`src/rtl/morse_pkg.sv`:
```
// Shared types and default lengths for the Morse mode controller and its input conditioning.
package morse_pkg;

  typedef enum logic {
    MODE_ENC = 1'b0,
    MODE_DEC = 1'b1
  } mode_t;

  typedef enum logic [2:0] {
    INIT    = 3'd0,
    RUN_ENC = 3'd1,
    RUN_DEC = 3'd2,
    DRAIN   = 3'd3,
    FLUSH   = 3'd4
  } ctrl_state_t;

  localparam int DEBOUNCE_DEFAULT = 1000000;
  localparam int FLUSH_DEFAULT    = 4;

  // Map a mode to the state in which its engine runs.
  function automatic ctrl_state_t run_state(input mode_t mode);
    ctrl_state_t st;
    case (mode)
      MODE_ENC: st = RUN_ENC;
      MODE_DEC: st = RUN_DEC;
      default:  st = RUN_ENC;
    endcase
    return st;
  endfunction

endpackage

```
`src/rtl/morse_mode_ctrl_if.sv`:
```
// Engine-side handshake between the mode controller and the encoder/decoder/display.
interface morse_mode_ctrl_if;
  logic enc_busy;
  logic dec_busy;
  logic enc_en;
  logic dec_en;
  logic flush;
  logic state1;
  logic state2;
  logic mode_busy;

  modport master (
    input  enc_busy, dec_busy,
    output enc_en, dec_en, flush, state1, state2, mode_busy
  );

  modport slave (
    output enc_busy, dec_busy,
    input  enc_en, dec_en, flush, state1, state2, mode_busy
  );
endinterface

```
`src/rtl/switch_debounce.sv`:
```
// Two-flop synchronizer plus level debouncer; reusable for any slow mechanical input.
module switch_debounce
  import morse_pkg::*;
#(
  parameter int DEBOUNCE_CYCLES = DEBOUNCE_DEFAULT
) (
  input  logic clk,
  input  logic rst,
  input  logic raw,
  output logic level
);

  localparam int CW = $clog2(DEBOUNCE_CYCLES + 1);
  localparam logic [CW-1:0] CNT_LAST = CW'(DEBOUNCE_CYCLES - 1);

  logic [1:0]    sync_r;
  logic [CW-1:0] cnt_r;
  logic          level_r;

  // Synchronizer chain for the asynchronous raw input.
  always_ff @(posedge clk) begin
    if (rst) begin
      sync_r <= 2'b00;
    end else begin
      sync_r <= {sync_r[0], raw};
    end
  end

  // Accept a new level only after it has differed for the full run; any agreement restarts the run.
  always_ff @(posedge clk) begin
    if (rst) begin
      cnt_r   <= '0;
      level_r <= 1'b0;
    end else if (sync_r[1] == level_r) begin
      cnt_r <= '0;
    end else if (cnt_r >= CNT_LAST) begin
      level_r <= sync_r[1];
      cnt_r   <= '0;
    end else begin
      cnt_r <= cnt_r + 1'b1;
    end
  end

  assign level = level_r;

endmodule

```
`src/rtl/morse_mode_ctrl.sv`:
```
// Sequenced owner of ENCODE/DECODE mode: debounce, drain, flush, then hand over.
// Optional drain timeout and sticky timeout_flag are built when MODE_TIMEOUT_EN is defined.
module morse_mode_ctrl
  import morse_pkg::*;
#(
  parameter int DEBOUNCE_CYCLES = DEBOUNCE_DEFAULT,
  parameter int FLUSH_CYCLES    = FLUSH_DEFAULT
`ifdef MODE_TIMEOUT_EN
  ,
  parameter int TIMEOUT_CYCLES  = 50000000
`endif
) (
  input  logic clk,
  input  logic rst,
  input  logic switch,
`ifdef MODE_TIMEOUT_EN
  output logic timeout_flag,
`endif
  morse_mode_ctrl_if.master bus
);

  localparam int FW = $clog2(FLUSH_CYCLES + 1);
  localparam logic [FW-1:0] FLUSH_FULL  = FW'(FLUSH_CYCLES);
  localparam logic [FW-1:0] FLUSH_FIRST = FW'(1);
`ifdef MODE_TIMEOUT_EN
  localparam int DW = $clog2(TIMEOUT_CYCLES + 1);
  localparam logic [DW-1:0] DRAIN_LAST = DW'(TIMEOUT_CYCLES - 1);

  logic [DW-1:0] dcnt_r;
  logic [DW-1:0] dcnt_s;
  logic          timeout_hit_s;
`endif

  ctrl_state_t   state_r;
  ctrl_state_t   next_state_s;
  mode_t         target_r;
  mode_t         target_s;
  logic [FW-1:0] fcnt_r;
  logic [FW-1:0] fcnt_s;
  logic          sw_db_s;
  logic          old_busy_s;
  logic          enc_en_s;
  logic          dec_en_s;
  logic          flush_s;
  logic          state1_s;
  logic          state2_s;
  logic          mode_busy_s;

  switch_debounce #(
    .DEBOUNCE_CYCLES (DEBOUNCE_CYCLES)
  ) u_switch_db (
    .clk   (clk),
    .rst   (rst),
    .raw   (switch),
    .level (sw_db_s)
  );

  // Only the engine being drained is listened to; the idle one's busy is ignored.
  always_comb begin
    if (target_r == MODE_DEC) begin
      old_busy_s = bus.enc_busy;
    end else begin
      old_busy_s = bus.dec_busy;
    end
  end

  // State, latched target and counters.
  always_ff @(posedge clk) begin
    if (rst) begin
      state_r  <= INIT;
      target_r <= MODE_ENC;
      fcnt_r   <= '0;
`ifdef MODE_TIMEOUT_EN
      dcnt_r       <= '0;
      timeout_flag <= 1'b0;
`endif
    end else begin
      state_r  <= next_state_s;
      target_r <= target_s;
      fcnt_r   <= fcnt_s;
`ifdef MODE_TIMEOUT_EN
      dcnt_r       <= dcnt_s;
      timeout_flag <= timeout_flag | timeout_hit_s;
`endif
    end
  end

  // Next-state logic; target is latched once on DRAIN entry and held until the next RUN.
  always_comb begin
    next_state_s = state_r;
    target_s     = target_r;
    fcnt_s       = fcnt_r;
`ifdef MODE_TIMEOUT_EN
    dcnt_s        = '0;
    timeout_hit_s = 1'b0;
`endif
    case (state_r)
      INIT: begin
        if (fcnt_r == FLUSH_FULL) begin
          next_state_s = run_state(mode_t'(sw_db_s));
          fcnt_s       = '0;
        end else begin
          fcnt_s = fcnt_r + 1'b1;
        end
      end
      RUN_ENC: begin
        if (sw_db_s) begin
          next_state_s = DRAIN;
          target_s     = MODE_DEC;
        end else begin
          next_state_s = RUN_ENC;
        end
      end
      RUN_DEC: begin
        if (!sw_db_s) begin
          next_state_s = DRAIN;
          target_s     = MODE_ENC;
        end else begin
          next_state_s = RUN_DEC;
        end
      end
      DRAIN: begin
        if (!old_busy_s) begin
          next_state_s = FLUSH;
          fcnt_s       = FLUSH_FIRST;
`ifdef MODE_TIMEOUT_EN
        end else if (dcnt_r >= DRAIN_LAST) begin
          next_state_s  = FLUSH;
          fcnt_s        = FLUSH_FIRST;
          timeout_hit_s = 1'b1;
        end else begin
          dcnt_s = dcnt_r + 1'b1;
`else
        end else begin
          next_state_s = DRAIN;
`endif
        end
      end
      FLUSH: begin
        if (fcnt_r == FLUSH_FULL) begin
          next_state_s = run_state(target_r);
          fcnt_s       = '0;
        end else begin
          fcnt_s = fcnt_r + 1'b1;
        end
      end
      default: begin
        next_state_s = INIT;
        fcnt_s       = '0;
      end
    endcase
  end

  // Outputs decoded from the upcoming state so the registered copies line up with it.
  always_comb begin
    enc_en_s    = 1'b0;
    dec_en_s    = 1'b0;
    flush_s     = 1'b0;
    state1_s    = 1'b0;
    state2_s    = 1'b0;
    mode_busy_s = 1'b1;
    case (next_state_s)
      INIT: begin
        flush_s = 1'b1;
      end
      RUN_ENC: begin
        enc_en_s    = 1'b1;
        state1_s    = 1'b1;
        mode_busy_s = 1'b0;
      end
      RUN_DEC: begin
        dec_en_s    = 1'b1;
        state2_s    = 1'b1;
        mode_busy_s = 1'b0;
      end
      DRAIN: begin
        if (target_s == MODE_DEC) begin
          enc_en_s = 1'b1;
          state1_s = 1'b1;
        end else begin
          dec_en_s = 1'b1;
          state2_s = 1'b1;
        end
      end
      FLUSH: begin
        flush_s = 1'b1;
      end
      default: begin
        mode_busy_s = 1'b1;
      end
    endcase
  end

  // Output registers.
  always_ff @(posedge clk) begin
    if (rst) begin
      bus.enc_en    <= 1'b0;
      bus.dec_en    <= 1'b0;
      bus.flush     <= 1'b0;
      bus.state1    <= 1'b0;
      bus.state2    <= 1'b0;
      bus.mode_busy <= 1'b1;
    end else begin
      bus.enc_en    <= enc_en_s;
      bus.dec_en    <= dec_en_s;
      bus.flush     <= flush_s;
      bus.state1    <= state1_s;
      bus.state2    <= state2_s;
      bus.mode_busy <= mode_busy_s;
    end
  end

endmodule

```
`src/flat_wrapper.sv`:
```
// flat-port wrapper written by rule: the top's interface ports become plain ports
module morse_mode_ctrl_flat import morse_pkg::*;
#(
  parameter int DEBOUNCE_CYCLES = DEBOUNCE_DEFAULT,
  parameter int FLUSH_CYCLES    = FLUSH_DEFAULT

)
  (clk, rst, switch, bus_enc_busy, bus_dec_busy, bus_enc_en, bus_dec_en, bus_flush, bus_state1, bus_state2, bus_mode_busy);
  morse_mode_ctrl_if bus_i ();
  input  logic clk;
  input  logic rst;
  input  logic switch;
  input wire logic [$bits(bus_i.enc_busy)-1:0] bus_enc_busy;
  input wire logic [$bits(bus_i.dec_busy)-1:0] bus_dec_busy;
  output wire logic [$bits(bus_i.enc_en)-1:0] bus_enc_en;
  output wire logic [$bits(bus_i.dec_en)-1:0] bus_dec_en;
  output wire logic [$bits(bus_i.flush)-1:0] bus_flush;
  output wire logic [$bits(bus_i.state1)-1:0] bus_state1;
  output wire logic [$bits(bus_i.state2)-1:0] bus_state2;
  output wire logic [$bits(bus_i.mode_busy)-1:0] bus_mode_busy;
  assign bus_i.enc_busy = bus_enc_busy;
  assign bus_i.dec_busy = bus_dec_busy;
  assign bus_enc_en = bus_i.enc_en;
  assign bus_dec_en = bus_i.dec_en;
  assign bus_flush = bus_i.flush;
  assign bus_state1 = bus_i.state1;
  assign bus_state2 = bus_i.state2;
  assign bus_mode_busy = bus_i.mode_busy;
  morse_mode_ctrl #(.DEBOUNCE_CYCLES(DEBOUNCE_CYCLES), .FLUSH_CYCLES(FLUSH_CYCLES)) u_core (.clk(clk), .rst(rst), .switch(switch), .bus(bus_i));
endmodule
```
`config.mk`:
```
export PLATFORM = sky130hd
export DESIGN_NAME = morse_mode_ctrl_flat
export DESIGN_NICKNAME = d
export VERILOG_FILES = /design/src/rtl/morse_pkg.sv /design/src/rtl/morse_mode_ctrl_if.sv /design/src/rtl/switch_debounce.sv /design/src/rtl/morse_mode_ctrl.sv /design/src/flat_wrapper.sv
export SDC_FILE = /design/constraint.sdc
export NUM_CORES = 1
export LEC_CHECK = 0
export ABC_AREA = 1
export CORE_ASPECT_RATIO = 0.5
export CORE_UTILIZATION = 35
export DETAILED_ROUTE_END_ITERATION = 10
export PLACE_DENSITY = 0.6
export SETUP_SLACK_MARGIN = 0.02
export SLEW_MARGIN = 10
export SYNTH_ARGS = -nofsm -noshare
export SYNTH_HDL_FRONTEND = slang
export SYNTH_SLANG_ARGS = --single-unit
```
`constraint.sdc`:
```
create_clock -name clk -period 1.8 [get_ports clk]
set_input_delay 0.36 -clock clk [delete_from_list [all_inputs] [get_ports clk]]
set_output_delay 0.36 -clock clk [all_outputs]
set_load 0.05 [all_outputs]
```
==> impl_metrics.tcl <==
set metrics [dict create \
    status "completed" \
    final_cells 331 \
    grt_pass1_wl_um 5320 \
    design.die.area_um2 5380 \
    cts_tree "built" \
    gr-usage-met3_pct 3.73 \
    place_ws_ns 0.204 \
    core_area_um2 4640 \
    hpwlAfterDp_um 2270 \
    rows 17 \
    whs_endpoint "u_core.u_switch_db.sync_r[1]$_SDFF_PP0_" \
    multi_input_area_um2 900 \
    reg2reg_depth 10 \
    wl_per_cell_um 9.18 \
    cts_max_path_buffers 2 \
    drc 0 \
    setup_viol 0 \
    grt_max_degree 21 \
    hold_depth 2 \
    final_antenna_net_count 0 \
    crit_slowest_cell "dfxtp_1" \
    grt_use_total_pct 13.3 \
    worstPathRequired_ns 1.98 \
    p_sw_share_pct 23.9 \
    nNetsFinal 272 \
    rsz0062_at_grt "no" \
    holdCritPathClass "register to register" \
    reg2reg_to "u_core.bus.mode_busy$_SDFF_PP1_" \
    async_reset_ff_share_pct 0 \
    synthesis.nets 259 \
    yosysUniqueCellTypes 26 \
    antenna_cells 0 \
    yosys_warnings 0 \
    netlist_instances 251 \
    areaGrowthSynthToFinish_pct 15.9 \
    post-route-period-util_pct 84.2 \
    grt_most_used_layer "met2" \
    maxSlewViolCount 0 \
    drive_gt1_share_pct 12.5 \
    cts.clk_slew.worst_paths_ns 0.07 \
    start_kind "register" \
    first_pass_iters 4 \
    critical_path_class "register to register" \
    power_density_nw_per_um2 941 \
    drtIter0Drc 47 \
    cts-root-buf "clkbuf_8" \
    hold_start "u_core.u_switch_db.sync_r[0]$_SDFF_PP0_" \
    start_util_pct 38.3 \
    grt_pass1_vias 1229 \
    fillers 483 \
    rr_startpoint "u_core.fcnt_r[0]$_SDFFE_PP0P_" \
    clkPwrFrac_pct 45.2 \
    fin_setup_tns_ns 0 \
    fmax_mhz 660 \
    worst_clock_skew_ns 0.00439 \
    ff_latch_area_um2 681 \
    critPathCaptureType "register" \
    switching_power_uw 462 \
    critical-path-top-delay-family "simple AND/OR/NAND/NOR gates" \
    cap_violations 0 \
    seq_power_share_pct 42.4 \
    grt.met1_usage_pct 16.3 \
    synth_edf_count 0 \
    ir_worst_vdd_uv 434 \
    hold_viol_final 0 \
    num_vias 1445 \
    io_buffers 10 \
    synth_seq_area_share_pct 38.4 \
    cp_common_cell "nand2_1" \
    numCtsBuffers 5 \
    cp_cell_sequence "inv_1 > ha_1 > nand2_1 > inv_1 > nand3_1 > nand2_1 > nor2_1 > nand2_1 > nand2_1 > nand2_1" \
    synth_top_area_share_pct 38.4 \
    clock_latency_ns 0.29 \
    power.internal_uw 1470 \
    crit_fanout 5 \
    pwr-share-comb_pct 12.4 \
    ctsHoldBuffers 0 \
    die_x_um 103 \
    cp.arrival_ns 1.69 \
    setup_slack_ns 0.285 \
    p_leak_uw 0.000879 \
    die_height_um 52.3 \
    synth_common_cells "nand2_1, nor2_1, inv_1" \
    synth_largest_area_cell "dfxtp_1" \
    boundaryPins 11 \
    placed_cell_area_um2 1910 \
    postRouteWirelength_um 3040 \
    avgSynthCellArea_um2 7.07 \
    htreeDepth 2 \
    synth_most_common_cell "nand2_1" \
    grt-ovfl-total 0 \
    met2_usage_pct 21.4 \
    viasPerCell 4.37 \
    crit_buf_inv 2 \
    numClockSinks 34 \
    antenna_found_initial 0 \
    maxSlewHeadroom_pct 77.9 \
    synth_seq_cells 34 \
    power_uw 1930 \
    tightest_slew_ns 0.328 \
    syn_area_um2 1770 \
    r2r_slack_ns 0.29 \
    ys_top_cells_by_area "dfxtp_1, nand2_1, nor2_1, inv_1, xor2_1" \
    ys.flop_type "dfxtp_1" \
    final_area_um2 2060 \
    cpPeakStageDelay_ns 0.34 \
    post_cts_buffers 0 \
    fin_crit_ns 1.51 \
    numPlacedInstances 323 \
    gp_congestion 0.887 \
]
## per-layer routing
metal,vias to the layer above,share of wire (%)
li1,783,-
met1,634,51
met2,21,43
met3,7,4.1
met4,0,1.8
met5,-,0
## worst max-delay path by stage
stage                                                       from                                       to  slack (ns)  cells after the start
final                              u_core.fcnt_r[0]$_SDFFE_PP0P_          u_core.bus.mode_busy$_SDFF_PP1_        0.29                     10
after global routing               u_core.fcnt_r[1]$_SDFFE_PP0P_              u_core.bus.flush$_SDFF_PP0_        0.11                      9
after detailed placement                            bus_enc_busy          u_core.bus.mode_busy$_SDFF_PP1_        0.20                     10
after CTS                 u_core.u_switch_db.cnt_r[9]$_SDFF_PP0_  u_core.u_switch_db.cnt_r[15]$_SDFF_PP0_        0.19                      9
after global placement                              bus_enc_busy              u_core.bus.flush$_SDFF_PP0_        0.23                      8
after floorplan                    u_core.fcnt_r[0]$_SDFFE_PP0P_          u_core.bus.mode_busy$_SDFF_PP1_        0.49                     10
## metrics by stage
stage,hold slack (ns),util [%]
floorplan,0.388,-
global placement,0.401,41.1
detailed placement,0.396,41.1
CTS,0.409,44.2
global route,0.420,44.3
finish,0.406,44.3
## cells by family (layout without fill, tap and decap cells)
logic type / count (synthesis) / in the layout / share of synthesized area, %
compound gates: 9 / 9 / 3.03
xor+xnor: 17 / 17 / 8.39
fa+ha+maj: 3 / 3 / 2.12
buf+inv: 47 / 61 / 11.2
flops: 34 / 34 / 38.4
simple gates: 141 / 141 / 36.9
## flip-flops by register name, summed over array words and instances (netlist names)
register and cells:
u_core.bus.state1 1, u_core.u_switch_db.sync_r 2, u_core.bus.flush 1, u_core.bus.dec_en 1
u_core.bus.mode_busy 1, u_core.fcnt_r 3, u_core.u_switch_db.cnt_r 20, u_core.target_r 1
u_core.state_r 3, u_core.u_switch_db.level 1
## worst register-to-register path, stage by stage, from the launching register on
cell and delay (ns):
dfxtp_1 0.34, inv_1 0.08, ha_1 0.21, nand2_1 0.16
inv_1 0.08, nand3_1 0.08, nand2_1 0.05, nor2_1 0.21
nand2_1 0.08, nand2_1 0.07, nand2_1 0.05
## cell usage in the layout, fill, tap and decap left out, drive strengths merged, types with 4 or more instances in the layout
cell type	instances
nand3	18
dfxtp	34
buf	7
nand2	56
clkdlybuf4s50	4
nor3	4
xor2	12
nor2	57
nand4	5
clkbuf	6
xnor2	5
inv	42
## repair_timing
item | in CTS | in global routing
gates resized for setup | 0 | 1
setup endpoints to repair | 0 | 15
endpoints found under the hold margin | 0 | 0
## final cells by class
type,instances,share of cell area (%)
clock buffer,6,4.02
multi-input combinational,170,43.8
clock inverter,2,2.92
tap,66,4.02
sequential,34,33.1
inverter,42,7.67
timing repair buffer,11,4.50
## power by group through the flow
stage / registers, uW / logic [uW] / clock network (uW)
finish: 819 / 240 / 874
global route: 827 / 266 / 931
CTS: 820 / 240 / 904
detailed placement: 837 / 240 / 0
global placement: 837 / 235 / 0
floorplan: 872 / 147 / 0
No activity file was read; power rests on OpenSTA's default activity.
